## src/rtl/cpu_bram_arbiter.sv

```systemverilog
// cpu_bram_arbiter: two-port round-robin arbiter for one single-port byte-enabled BRAM
module cpu_bram_arbiter #(
  parameter int ADDR_W     = 16,
  parameter int DATA_W     = 32,
  parameter int RD_LATENCY = 1
) (
  input  logic                  clock,
  input  logic                  aclr,
  input  logic                  req0,
  input  logic                  req1,
  input  logic                  we0,
  input  logic                  we1,
  input  logic [ADDR_W-1:0]     addr0,
  input  logic [ADDR_W-1:0]     addr1,
  input  logic [DATA_W/8-1:0]   be0,
  input  logic [DATA_W/8-1:0]   be1,
  input  logic [DATA_W-1:0]     wdata0,
  input  logic [DATA_W-1:0]     wdata1,
  output logic                  gnt0,
  output logic                  gnt1,
  output logic                  rvalid0,
  output logic                  rvalid1,
  output logic [DATA_W-1:0]     rdata0,
  output logic [DATA_W-1:0]     rdata1,
  output logic [ADDR_W-1:0]     mem_address,
  output logic [DATA_W/8-1:0]   mem_byteena,
  output logic [DATA_W-1:0]     mem_data,
  output logic                  mem_rden,
  output logic                  mem_wren,
  input  logic [DATA_W-1:0]     mem_q
);
  logic                  r_last;
  logic [RD_LATENCY-1:0] r_vld;
  logic [RD_LATENCY-1:0] r_tag;
  logic                  w_any;
  logic                  w_sel;
  logic                  w_we;
  always_comb begin
    w_any       = ~aclr & (req0 | req1);
    w_sel       = (req0 & req1) ? ~r_last : req1;
    w_we        = w_sel ? we1 : we0;
    gnt0        = w_any & ~w_sel;
    gnt1        = w_any & w_sel;
    mem_wren    = w_any & w_we;
    mem_rden    = w_any & ~w_we;
    mem_address = w_any ? (w_sel ? addr1 : addr0) : '0;
    mem_byteena = !w_any ? '0 : w_we ? (w_sel ? be1 : be0) : '1;
    mem_data    = mem_wren ? (w_sel ? wdata1 : wdata0) : '0;
  end
  // each stage carries {valid, port}; the last stage lines up with mem_q
  always_ff @(posedge clock or posedge aclr) begin
    if (aclr) begin
      r_last <= 1'b1;
      r_vld  <= '0;
      r_tag  <= '0;
    end else begin
      if (w_any) r_last <= w_sel;
      r_vld[0] <= mem_rden;
      r_tag[0] <= w_sel;
      for (int i = 1; i < RD_LATENCY; i++) begin
        r_vld[i] <= r_vld[i-1];
        r_tag[i] <= r_tag[i-1];
      end
    end
  end
  always_comb begin
    rvalid0 = r_vld[RD_LATENCY-1] & ~r_tag[RD_LATENCY-1];
    rvalid1 = r_vld[RD_LATENCY-1] & r_tag[RD_LATENCY-1];
    rdata0  = mem_q;
    rdata1  = mem_q;
  end
endmodule

```

## config.mk

```make
export PLATFORM = sky130hd
export DESIGN_NAME = cpu_bram_arbiter
export DESIGN_NICKNAME = d
export VERILOG_FILES = /design/src/rtl/cpu_bram_arbiter.sv
export SDC_FILE = /design/constraint.sdc
export NUM_CORES = 1
export LEC_CHECK = 0
export CAP_MARGIN = 20
export CORE_AREA = 2 2 103 105
export CTS_CLUSTER_SIZE = 28
export DETAILED_ROUTE_END_ITERATION = 8
export DIE_AREA = 0 0 105 107
export PLACE_DENSITY_LB_ADDON = 0.2
export SYNTH_ARGS = -nofsm -noshare
export SYNTH_HDL_FRONTEND = slang
export SYNTH_SLANG_ARGS = --single-unit
export TNS_END_PERCENT = 20
```

## constraint.sdc

```tcl
create_clock -name clock -period 3.55 [get_ports clock]
set_input_delay 0.71 -clock clock [delete_from_list [all_inputs] [get_ports clock]]
set_output_delay 0.71 -clock clock [all_outputs]
set_load 0.01 [all_outputs]
```

==> impl_results.md, run 1 <==
* Result of the run: finished clean
* Post-synthesis xor/xnor area fraction at 0%
* Critical R2R Launch: r_last
* Top post-synthesis cells by count: buf_4 (65), nand2_1 (64), a21oi_1 (33)
* Simple-Gate Fraction of Synth Area at approximately 27%
* Critical path class: primary input to output pin
* Final nets at between 400 and 500
* # clock sinks at 3
* Routed wire length at approximately 6300 um
* Worst-margin pin slew at approximately 270 ps
* Synth Net Count at 363
* Setup-failing EPs final at 0
* Initial DRC Count at between 70 and 80
* Post-Syn Area at between 0.001 and 0.0015 mm^2
* GRT Total Usage at 10.2%
* Main area contributors after synthesis: buf_4 (36%), nand2_1 (18%), a21oi_1 (12%)
* Lkg Pwr at 0.00107 uW
* Worst path max stage delay at approximately 600 ps
* CP required at about 2800 ps
* Min-Delay Endpoint: r_last
* Maximum clock insertion buffer count at 2
* Clock Skew at around 3.8 ps
* CTS tree: done
* Post-Synth Adder-Cell Area at 0%
* Crit path cell chain: clkdlybuf4s50_1 -> a21bo_2 -> inv_2 -> buf_12 -> nor3b_1 -> nor3_1 -> clkdlybuf4s50_1
* Crit path arrival time at about 2700 ps
* Max-Cap Viols at 0
* Worst path most repeated cell: clkdlybuf4s50_1
* Post-CTS Setup Bufs at 0
* Vias in the first global route at roughly 1800
* Detailed Routing Iterations Pass 1 at 3
* Crit-path max FO at 25
* CP startpoint: req1
* Setup TNS at 0 ps
* P per Cell Area at between 150 and 200 mW/mm^2
* Slew Viols, Final at 0
* Post-synth EDFFs at 0
* Worst hold start: r_last
* Core ar. at a little over 0.01 mm^2
* Vias per cell at 3.87
* Yosys top cell area share at around 36%
* Worst path top cell family by delay: buffers and inverters
* Worst hold stages at 1
* Post-CTS Hold Fix Bufs at 0
* Layout cells sized above 1 at under 10%
* Yosys Warn Count at 0
* CTS H-Tree Depth at 1
* Grt total ovfl at 0
* Largest net degree at the start of global routing at 35
* Core Rows at 37
* Mean routed wirelength per cell at 13.6 um
* Placed Instance Area at around 0.0028 mm^2
* First-pass GRT wire length at roughly 9300 um
* Top_reg_cell synth: dfrtp_1
* CP max stage cell: clkdlybuf4s50_1
* Worst Hold Class: flip-flop to flip-flop
* Synth Area per Inst at 6.17 um^2
* Peak Freq at ~0.3 GHz
* Routed vias at 1779
* CP bufs+invs at 4
* Top Ports at around 260
* Final worst path period need at between 3000 and 4000 ps
* Crit path depth at 7
* CTS Buf Count at 3
* Syn Inst Count at 221
* Worst reg2reg setup slack at 2200 ps
* Chip height at 107 um
* Final GP Congestion at a little over 0.7
* Non-Filler Instances at 460
* Antenna violations before repair at 0
* RSZ-0062 raised after global routing: no
* Final Cell Area at between 0.002 and 0.003 mm^2
* Async set-or-reset flop fraction in the synthesized netlist at 100%
* Final hold violation count at 0
* Largest family of logic cells by synthesized area: buffers and inverters
* Clock Latency Late Sink at between 200 and 250 ps
* Max VDD drop at between 0.0001 and 0.00015 V
* R2r endpoint: r_vld
* Synth Area in Compound Gates at between 20% and 30%
* Most common cell in the netlist: buf_4
* Remaining antenna violation count at 0
* Number of synthesized register bits at 3
* Diodes inserted at 0
* IO buf count at ~170
* Reg2Reg Depth at 4
* Synth cell types at 19
* CTS root buf: clkbuf_8
* Period utilisation layout at 95.5%
* Placed cell count at around 460
* DIE AREA at 0.0112 mm^2
* Mux share of post-synthesis cell area at 0%
* Slew Limit Headroom at between 80% and 90%
* Area growth from synthesis to layout at 107%
* HPWL after detailed placement at 5110 um
* Post-CTS resize count at 0
* Area leader, netlist: buf_4
* Die width at between 100 and 150 um
* Initial Util at a little over an eighth
* Sequential share of the synthesized area at roughly 5.6%
* Residual DRC at 0
* Clock-pin slew on the worst setup and hold paths at roughly 30 ps
* Startpoint class of the critical path: primary input
* CP endpoint kind: output pin
[layout make-up]
cell class | instances | area [um^2]
clock buffers | 4 | 45.0
multi-input cells | 137 | 723
well taps | 136 | 170
flip-flops and latches | 3 | 76.3
repair buffers | 177 | 1800
inverters | 3 | 11.3
fillers | 1147 | 7270
[placed cells by master (no fill, tap or decap)]
cell type          n
buf_12             4
buf_4              6
clkdlybuf4s50_1  167
clkbuf_8           3
nand2b_1           1
a21o_1             2
and2_1             1
dfrtp_1            2
nor3_1             4
o21bai_1           1
a21bo_2            1
nor2b_1            3
a21oi_1           33
a22o_1            16
a32oi_2            1
and3_1             1
nor3b_1            8
dfstp_2            1
clkbuf_1           1
nand2_1           64
nor2_4             1
inv_2              3
[stage by stage]
stage	utilization (%)	setup WS, ps	hold slack (ps)	total power [uW]
5_1_grt	28.0	32.3	547	529
4_1_cts	28.0	92.5	527	503
6_report	28.0	159	524	491
3_3_place_gp	27.5	140	516	396
2_1_floorplan	-	1240	450	231
3_5_place_dp	27.5	97.6	522	397
[worst max path at each step]
stage	endpoint	slack, ps
floorplan	mem_data[10]	1240
global placement	mem_byteena[0]	140
detailed placement	mem_byteena[0]	100
CTS	mem_byteena[0]	90
global route	mem_byteena[0]	30
finish	mem_byteena[0]	160
[sequential cells by signal, summed over array words and instances, names as in the netlist]
name and flops:
r_last 1, r_tag 1, r_vld 1
[cell families after synthesis]
| kind of cell | count (synthesis) |
|---|---|
| AND/OR/NAND/NOR | 83 |
| buffers and inverters | 81 |
| flip-flops | 3 |
| AO/OA/AOI/OAI | 54 |
[per-layer routing]
layer | up-vias | part of all wire [%] | global-route usage (%)
li1 | 873 | - | -
met4 | 0 | 3.3 | 4.29
met2 | 95 | 49 | 18.7
met3 | 30 | 9.0 | 2.61
met5 | - | 0 | 0
met1 | 781 | 39 | 11.2
[report_power, final]
group          leakage [uW]  switching, uW  internal [uW]
clock             0.0000228           23.7           76.7
sequential        0.0000357           2.07           38.8
combinational       0.00102            127            222
total               0.00107            153            338
No activity file was read; power rests on OpenSTA's default activity.
==> run 2, diff against run 1 <==
--- a/config.mk
+++ b/config.mk
@@ -6,10 +6,11 @@
 export NUM_CORES = 1
 export LEC_CHECK = 0
 export CAP_MARGIN = 20
-export CORE_AREA = 2 2 103 105
+export CELL_PAD_IN_SITES_DETAIL_PLACEMENT = 1
+export CELL_PAD_IN_SITES_GLOBAL_PLACEMENT = 2
+export CORE_UTILIZATION = 10
 export CTS_CLUSTER_SIZE = 28
 export DETAILED_ROUTE_END_ITERATION = 8
-export DIE_AREA = 0 0 105 107
 export PLACE_DENSITY_LB_ADDON = 0.2
 export SYNTH_ARGS = -nofsm -noshare
 export SYNTH_HDL_FRONTEND = slang
==> run 2 against run 1 <==
Net effect:
- clock power up 83%
- sequential share of layout area down 0.098 points
- critical endpoint is now mem_data[22]
- clock skew up 1.5 ps
- power up 18%
- cell area up 3.8%
- count of clock-buffer cells in the layout unchanged
- worst setup slack better by 20 ps
- critical path depth unchanged
- largest cell class unchanged
- core utilization down 5.9 points
- flip-flop and latch count unchanged
- via count up 2.1%
==> impl_results.md, run 2 (same netlist as run 1, synthesis figures left out) <==
* Worst path max stage delay at 570 ps (was 600 ps)
* Chip height at 119 um (was 107 um)
* Remaining antenna violation count at 0 (unchanged)
* Max-Cap Viols at 0 (unchanged)
* Maximum clock insertion buffer count at 2 (unchanged)
* CP max stage cell: clkdlybuf4s50_1 (unchanged)
* Vias per cell at 3.62 (was 3.87)
* # clock sinks at 3 (unchanged)
* Worst Hold Class: flip-flop to flip-flop (unchanged)
* Crit path cell chain: clkdlybuf4s50_1 -> a21bo_2 -> inv_2 -> a32oi_2 -> buf_12 -> a21oi_1 -> clkdlybuf4s50_1 (was clkdlybuf4s50_1 -> a21bo_2 -> inv_2 -> buf_12 -> nor3b_1 -> nor3_1 -> clkdlybuf4s50_1)
* Top Registers: r_last: 1 flops, r_tag: 1 flops, r_vld: 1 flops (unchanged)
* Peak Freq at 0.297 GHz (was 0.295 GHz)
* Critical path class: primary input to output pin (unchanged)
* Reg2Reg Depth at 5 (was 4)
* Worst path top cell family by delay: buffers and inverters (unchanged)
* Final worst path period need at 3370 ps (was 3390 ps)
* P per Cell Area at 198 mW/mm^2 (was 174 mW/mm^2)
* Post-CTS Setup Bufs at 0 (unchanged)
* Die width at 119 um (was 105 um)
* Largest net degree at the start of global routing at 34 (was 35)
* Setup TNS at 0 ps (unchanged)
* CTS root buf: clkbuf_16 (was clkbuf_8)
* Startpoint class of the critical path: primary input (unchanged)
* Layout cells sized above 1 at 6.46% (was 6.17%)
* Worst setup endpoint: mem_data[22] (was mem_byteena[0])
* Post-CTS Hold Fix Bufs at 0 (unchanged)
* Worst path most repeated cell: clkdlybuf4s50_1 (unchanged)
* DIE AREA at 0.0141 mm^2 (was 0.0112 mm^2)
* CTS H-Tree Depth at 1 (unchanged)
* Post-CTS resize count at 0 (unchanged)
* CTS Buf Count at 3 (unchanged)
* Initial DRC Count at 26 (was 71)
* Worst reg2reg setup slack at 2150 ps (was 2200 ps)
* GRT Total Usage at 9.43% (was 10.2%)
* Clock-pin slew on the worst setup and hold paths at 30 ps (about the same)
* CP bufs+invs at 4 (unchanged)
* Slew Viols, Final at 0 (unchanged)
* CP required at 2840 ps (about the same)
* Crit path arrival time at 2660 ps (was 2680 ps)
* Setup-failing EPs final at 0 (unchanged)
* CP startpoint: req1 (unchanged)
* Slew Limit Headroom at 71.9% (was 81.8%)
* Top Ports at 264 (unchanged)
* Final hold violation count at 0 (unchanged)
* Routed vias at 1816 (was 1779)
* Hold_ws at 522 ps (was 524 ps)
* Final nets at 468 (was 467)
* Final GP Congestion at 0.695 (was 0.728)
* Initial Util at 10.3% (was 13.5%)
* Clock Skew at 5.24 ps (was 3.75 ps)
* HPWL after detailed placement at 5560 um (was 5110 um)
* CP endpoint kind: output pin (unchanged)
* Routed wire length at 6910 um (was 6270 um)
* Core Rows at 42 (was 37)
* Vias in the first global route at 1954 (was 1797)
* Worst-margin pin slew at 420 ps (was 272 ps)
* Area growth from synthesis to layout at 115% (was 107%)
* Antenna violations before repair at 1 (was 0)
* Period utilisation layout at 95.0% (was 95.5%)
* Utilization after layout at 22.0% (was 28.0%)
* RSZ-0062 raised after global routing: no (unchanged)
* Grt total ovfl at 0 (unchanged)
* Lkg Pwr at 0.00110 uW (was 0.00107 uW)
* Commonest cells after routing, fill and taps aside: clkdlybuf4s50_1 (167), nand2_1 (64), a21oi_1 (33) (unchanged)
* Crit path depth at 7 (unchanged)
* Detailed Routing Iterations Pass 1 at 4 (was 3)
* IO buf count at 167 (unchanged)
* Clock Latency Late Sink at 230 ps (was 220 ps)
* Critical R2R Launch: r_last (unchanged)
* Mean routed wirelength per cell at 13.8 um (was 13.6 um)
* Result of the run: finished clean (unchanged)
* Leading cell type in the layout, fill and taps excluded: clkdlybuf4s50_1 (unchanged)
* CTS tree: done (unchanged)
* R2r endpoint: r_vld (unchanged)
* Crit-path max FO at 33 (was 25)
* First-pass GRT wire length at 10300 um (was 9300 um)
* Max VDD drop at 0.000102 V (was 0.000133 V)
* Core ar. at 0.0133 mm^2 (was 0.0101 mm^2)
* Residual DRC at 0 (unchanged)
==> run 2: cell types whose count changed in the layout (fill, tap and decap cells not counted), sizes merged <==
cell and change:
diode +1, buf +1
==> run 2: metal layers <==
metal,vias to the layer above,part of all wire [%],track usage [%]
met5,-,0,0
met3,21,9.4,2.85
met1,800,37,9.64
met2,118,52,17.7
li1,877,-,-
met4,0,2.0,3.80
==> run 2: worst min path at each step <==
stage,startpoint,end,cells past startpoint
4_1_cts,r_last,r_last,1
5_1_grt,r_last,r_last,1
6_report,r_last,r_last,1
3_3_place_gp,r_last,r_last,1
2_1_floorplan,aclr,r_tag,1
3_5_place_dp,r_last,r_last,1
==> run 2: final cells by class <==
| class | instances | area (um^2) |
|---|---|---|
| Timing Repair Buffer | 178 | 1820 |
| Multi-Input combinational cell | 137 | 723 |
| Sequential cell | 3 | 76.3 |
| Inverter | 3 | 11.3 |
| Tap cell | 176 | 220 |
| Fill cell | 1626 | 10400 |
| Clock buffer | 4 | 78.8 |
| Antenna cell | 1 | 2.50 |
==> run 2: through the flow <==
step                area (um^2)  cells  setup WS (ps)  power, uW
floorplan                  1360    221           1240        231
global placement           2850    497            189        405
detailed placement         2850    497            154        406
CTS                        2930    501            138        594
global route               2930    501           50.2        617
finish                     2930    502            179        581
==> run 2: where the power goes <==
part           internal (uW)  total [uW]  switching (uW)
logic                    225         358             133
clock network            149         183            34.2
registers               38.8        40.6            1.77
total                    412         581             169
